`src/rtl/regfile_pkg.sv`:
```
`default_nettype none
// ============================================================================
// Module  : regfile_pkg
// Brief   : Shared defaults and constants for the ID-stage register file.
// Revision: 1.0
// ============================================================================
package regfile_pkg;

  localparam int DEF_DATA_W = 32;
  localparam int DEF_ADDR_W = 5;
  localparam int NREG       = 2 ** DEF_ADDR_W;
  localparam int REG_ZERO   = 0;

endpackage : regfile_pkg
`default_nettype wire

```
`src/rtl/reg_scoreboard.sv`:
```
`default_nettype none
// ============================================================================
// Module  : reg_scoreboard
// Brief   : Per-register pending bits. Issue sets a bit, writeback clears it.
//           Set wins on collision. Two combinational lookup ports.
// Revision: 1.0
// ============================================================================
module reg_scoreboard
  import regfile_pkg::*;
#(
  parameter int ADDR_W = DEF_ADDR_W
) (
  input  logic              clk,
  input  logic              rst,
  input  logic              set_en,
  input  logic [ADDR_W-1:0] set_addr,
  input  logic              clr_en,
  input  logic [ADDR_W-1:0] clr_addr,
  input  logic [ADDR_W-1:0] lk1_addr,
  output logic              lk1_busy,
  input  logic [ADDR_W-1:0] lk2_addr,
  output logic              lk2_busy
);

  localparam int NUM_REGS = 2 ** ADDR_W;
  localparam logic [ADDR_W-1:0] C_ZERO = ADDR_W'(REG_ZERO);

  logic [NUM_REGS-1:0] r_pend;
  logic [NUM_REGS-1:0] w_set_mask;
  logic [NUM_REGS-1:0] w_clr_mask;

  // Register 0 never appears in either mask, so its bit stays 0 forever.
  always_comb begin
    w_set_mask = '0;
    w_clr_mask = '0;
    if (set_en && set_addr != C_ZERO) w_set_mask = NUM_REGS'(1) << set_addr;
    if (clr_en && clr_addr != C_ZERO) w_clr_mask = NUM_REGS'(1) << clr_addr;
  end

  always_ff @(posedge clk or posedge rst) begin
    if (rst) r_pend <= '0;
    else     r_pend <= (r_pend & ~w_clr_mask) | w_set_mask;
  end

  assign lk1_busy = r_pend[lk1_addr];
  assign lk2_busy = r_pend[lk2_addr];

endmodule : reg_scoreboard
`default_nettype wire

```
`src/rtl/reg_file.sv`:
```
`default_nettype none
// ============================================================================
// Module  : reg_file
// Brief   : 2R/1W register file with pending scoreboard and registered debug
//           read port. Optional WB->read forwarding under REGFILE_BYPASS_EN.
// Revision: 1.0
// ============================================================================
module reg_file
  import regfile_pkg::*;
#(
  parameter int DATA_W = DEF_DATA_W,
  parameter int ADDR_W = DEF_ADDR_W
) (
  input  logic              clk,
  input  logic              rst,
  input  logic [ADDR_W-1:0] r1_addr,
  output logic [DATA_W-1:0] r1_dout,
  output logic              r1_busy,
  input  logic [ADDR_W-1:0] r2_addr,
  output logic [DATA_W-1:0] r2_dout,
  output logic              r2_busy,
  input  logic [ADDR_W-1:0] r3_addr,
  input  logic [DATA_W-1:0] r3_din,
  input  logic              r3_we,
  input  logic              iss_valid,
  input  logic [ADDR_W-1:0] iss_addr,
  input  logic [ADDR_W-1:0] dbg_addr,
  output logic [DATA_W-1:0] dbg_dout
);

  localparam int NUM_REGS = 2 ** ADDR_W;
  localparam logic [ADDR_W-1:0] C_ZERO = ADDR_W'(REG_ZERO);

  logic [DATA_W-1:0] r_regs [NUM_REGS];
  logic [DATA_W-1:0] r_dbg;
  logic [DATA_W-1:0] w_r1_raw;
  logic [DATA_W-1:0] w_r2_raw;
  logic              w_sb_busy1;
  logic              w_sb_busy2;
  logic              w_wb_hit;

  assign w_wb_hit = r3_we && (r3_addr != C_ZERO);

  always_ff @(posedge clk or posedge rst) begin
    if (rst) begin
      for (int i = 0; i < NUM_REGS; i++) r_regs[i] <= '0;
      r_dbg <= '0;
    end else begin
      if (w_wb_hit) r_regs[r3_addr] <= r3_din;
      r_dbg <= (dbg_addr == C_ZERO) ? '0 : r_regs[dbg_addr];
    end
  end

  assign dbg_dout = r_dbg;
  assign w_r1_raw = (r1_addr == C_ZERO) ? '0 : r_regs[r1_addr];
  assign w_r2_raw = (r2_addr == C_ZERO) ? '0 : r_regs[r2_addr];

  reg_scoreboard #(
    .ADDR_W (ADDR_W)
  ) u_sb (
    .clk      (clk),
    .rst      (rst),
    .set_en   (iss_valid),
    .set_addr (iss_addr),
    .clr_en   (r3_we),
    .clr_addr (r3_addr),
    .lk1_addr (r1_addr),
    .lk1_busy (w_sb_busy1),
    .lk2_addr (r2_addr),
    .lk2_busy (w_sb_busy2)
  );

`ifdef REGFILE_BYPASS_EN
  logic w_r1_fwd;
  logic w_r2_fwd;
  logic w_iss_same;

  assign w_r1_fwd   = w_wb_hit && (r3_addr == r1_addr);
  assign w_r2_fwd   = w_wb_hit && (r3_addr == r2_addr);
  // A same-cycle re-issue of the written index keeps the current pend visible.
  assign w_iss_same = iss_valid && (iss_addr == r3_addr);

  assign r1_dout = w_r1_fwd ? r3_din : w_r1_raw;
  assign r2_dout = w_r2_fwd ? r3_din : w_r2_raw;
  assign r1_busy = (w_r1_fwd && !w_iss_same) ? 1'b0 : w_sb_busy1;
  assign r2_busy = (w_r2_fwd && !w_iss_same) ? 1'b0 : w_sb_busy2;
`else
  assign r1_dout = w_r1_raw;
  assign r2_dout = w_r2_raw;
  assign r1_busy = w_sb_busy1;
  assign r2_busy = w_sb_busy2;
`endif

endmodule : reg_file
`default_nettype wire

```
`config.mk`:
```
export PLATFORM = sky130hd
export DESIGN_NAME = reg_file
export DESIGN_NICKNAME = d
export VERILOG_FILES = /design/src/rtl/regfile_pkg.sv /design/src/rtl/reg_scoreboard.sv /design/src/rtl/reg_file.sv
export SDC_FILE = /design/constraint.sdc
export NUM_CORES = 2
export LEC_CHECK = 0
export CORE_ASPECT_RATIO = 0.6
export CORE_UTILIZATION = 25
export DETAILED_ROUTE_END_ITERATION = 10
export PLACE_DENSITY = 0.44
export SLEW_MARGIN = 20
export SYNTH_ARGS = -nofsm -noshare
export SYNTH_HDL_FRONTEND = slang
export SYNTH_SLANG_ARGS = --single-unit
```
`constraint.sdc`:
```
create_clock -name clk -period 108.3 [get_ports clk]
set_input_delay 21.66 -clock clk [delete_from_list [all_inputs] [get_ports clk]]
set_output_delay 21.66 -clock clk [all_outputs]
set_load 0.02 [all_outputs]
```
==> impl_metrics.tcl <==
set metrics [dict create \
    status "completed" \
    reg2reg_depth 4 \
    netlist_area_mm2 0.0651 \
    peakVddDrop_uv 13.0 \
    critPathCaptureType "output pin" \
    rsz0062_at_grt "false" \
    overflow 0 \
    wirelength_um 284000 \
    die_w_um 661 \
    wire_per_inst_um 35.5 \
    cts_sinks 1088 \
    seq_area_frac_synth 0.418 \
    criticalPathCategory "input port to output pin" \
    track_usage 0.214 \
    drtPass1Iterations 5 \
    cp_data_arrival_time_ns 26.42 \
    synth-main-ff-cell "dfrtp_1" \
    synth_top_area_share 0.418 \
    min_period_ns 48.08 \
    setup_viol 0 \
    ys_types 42 \
    hold_violations 0 \
    p_leak_nw 30.5 \
    drv_cap 0 \
    design.core.area_mm2 0.258 \
    min_to "u_sb.r_pend[0]" \
    insertion_delay_ns 0.81 \
    grt_pass1_vias 45387 \
    min_path_type "register to register" \
    worstSetupStartpointType "input port" \
    hpwl_um 168000 \
    holdWs_ns 0.408 \
    cts_tree "built" \
    die_y_um 397 \
    hp-start "u_sb.r_pend[0]" \
    clkTransAtPathRegs_ns 0.06 \
    area_growth_pct 14.2 \
    yosysTopAreaCell "dfrtp_1" \
    viasPerCell 5.75 \
    rows 144 \
    synth_fp_nets 4592 \
    holdBufCountCts 0 \
    io_buffers 158 \
    htree_levels 4 \
    tightest_slew_ns 1.15 \
    start_util 0.253 \
    grt_max_degree 135 \
    layout_commonest_cell "dfrtp_1" \
    synth-edff-count 0 \
    yosys_warnings 0 \
    ant_nets 0 \
    fp.dieArea_mm2 0.263 \
    grt_antenna_before_repair 33 \
    grt_pass1_wl_um 396000 \
    fin_tns_setup_ns 0 \
    vias 45871 \
    period_share 0.444 \
    rrSetupSlack_ns 106.08 \
    whs_path_depth 0 \
    drive_gt1_frac 0.473 \
    routabilityCongestion 0.804 \
    postCtsSetupBuffers 0 \
    r2r-start "r_regs[54]" \
    r2r_end "dbg_dout[22]" \
    clockBufferDepth 3 \
    fin_nets 4486 \
    drt_iter0_drc 5332 \
    synth_area_leaders "dfrtp_1 (42%), mux4_2 (22%), mux2_2 (18%)" \
    io_pins 159 \
    fin_skew_ns 0.0289 \
    synthCells 4531 \
    numCtsBuffers 132 \
    drc 0 \
    power_density_mw_per_mm2 18.4 \
    drv_slew 0 \
    synth_area_per_cell_um2 14.4 \
    worstPathRequired_ns 86.64 \
    cts-resized-gates 0 \
    path_max_fanout 71 \
    cts-root-buf "clkbuf_16" \
    maxSlewHeadroom 0.228 \
    async_reset_ff_frac 1.00 \
    ys_ff_latch 1088 \
    final_cell_mix "dfrtp_1 (1088), mux2_2 (1059), mux4_2 (625), mux2i_1 (386), buf_4 (140)" \
    fmax_mhz 20.8 \
]
==> worst max-delay path, cell delays in order <==
cell and delay [ns]:
buf_8 0.62, buf_4 0.81, buf_4 0.79, mux4_2 0.60, a22o_1 0.24, a2111oi_0 0.60
nor3_1 0.32, clkdlybuf4s50_1 0.64
==> through the flow <==
stage	instance area [um^2]	std cells	utilization	total power [W]	worst slack (ns)
3_5_place_dp	70000	7722	0.271	0.000900	60.10
4_1_cts	74400	7959	0.289	0.00137	60.06
6_report	74400	7983	0.288	0.00137	60.22
2_1_floorplan	65100	4531	-	0.000781	56.01
5_1_grt	74300	7959	0.288	0.00142	59.96
3_3_place_gp	70000	7722	0.272	0.000896	60.03
==> power by group <==
group	switching, W	internal, W
clock network	0.000196	0.000272
registers	0.0000846	0.000484
logic	0.000146	0.000184
==> cells in the mapped netlist, types with 31 or more instances <==
library cell and instances:
a2111oi_0 31, mux2i_1 386, o32ai_1 32, buf_2 87, mux4_2 625, a22oi_1 128
o221ai_1 32, and2_1 35, nor3_1 67, nor4_1 35, dfrtp_1 1088, nor2b_1 72
a211oi_1 64, mux2_2 1059, buf_1 62, buf_4 45, a21oi_1 65, a22o_1 68
o22ai_1 65, clkbuf_1 324, nand2_1 34
==> logic make-up after synthesis <==
group,after synthesis,share of synthesized area
compound gates,526,0.0592
buf+inv,547,0.0382
mux,2070,0.459
simple gates,300,0.0257
flops,1088,0.418
==> how the worst max path moves through the flow <==
stage               start     endpoint  slack [ns]
2_1_floorplan         rst  dbg_dout[0]       56.01
3_3_place_gp   r1_addr[1]  r1_dout[13]       60.03
3_5_place_dp   r1_addr[0]   r1_dout[6]       60.10
4_1_cts        r1_addr[0]   r1_dout[6]       60.06
5_1_grt        r1_addr[0]   r1_dout[6]       59.96
6_report       r1_addr[0]   r1_dout[6]       60.22
==> layer usage <==
layer,wire (um),global-route usage
met1,127000,0.308
met2,121000,0.309
met3,25900,0.0610
met4,9260,0.0636
met5,95,0
==> sequential cells by signal, indices dropped and copies added (netlist names) <==
name         count
r_regs        1024
dbg_dout        32
u_sb.r_pend     32
==> area by class of cell <==
cell class	instances	area, um^2
inverter	8	37.5
antenna	24	60.1
sequential	1088	27200
fill	25774	183000
timing repair buffer	299	2540
clock buffer	194	3930
tap	3431	4290
clock inverter	43	488
multi-input combinational	2896	35800
No activity file was read; power rests on OpenSTA's default activity.
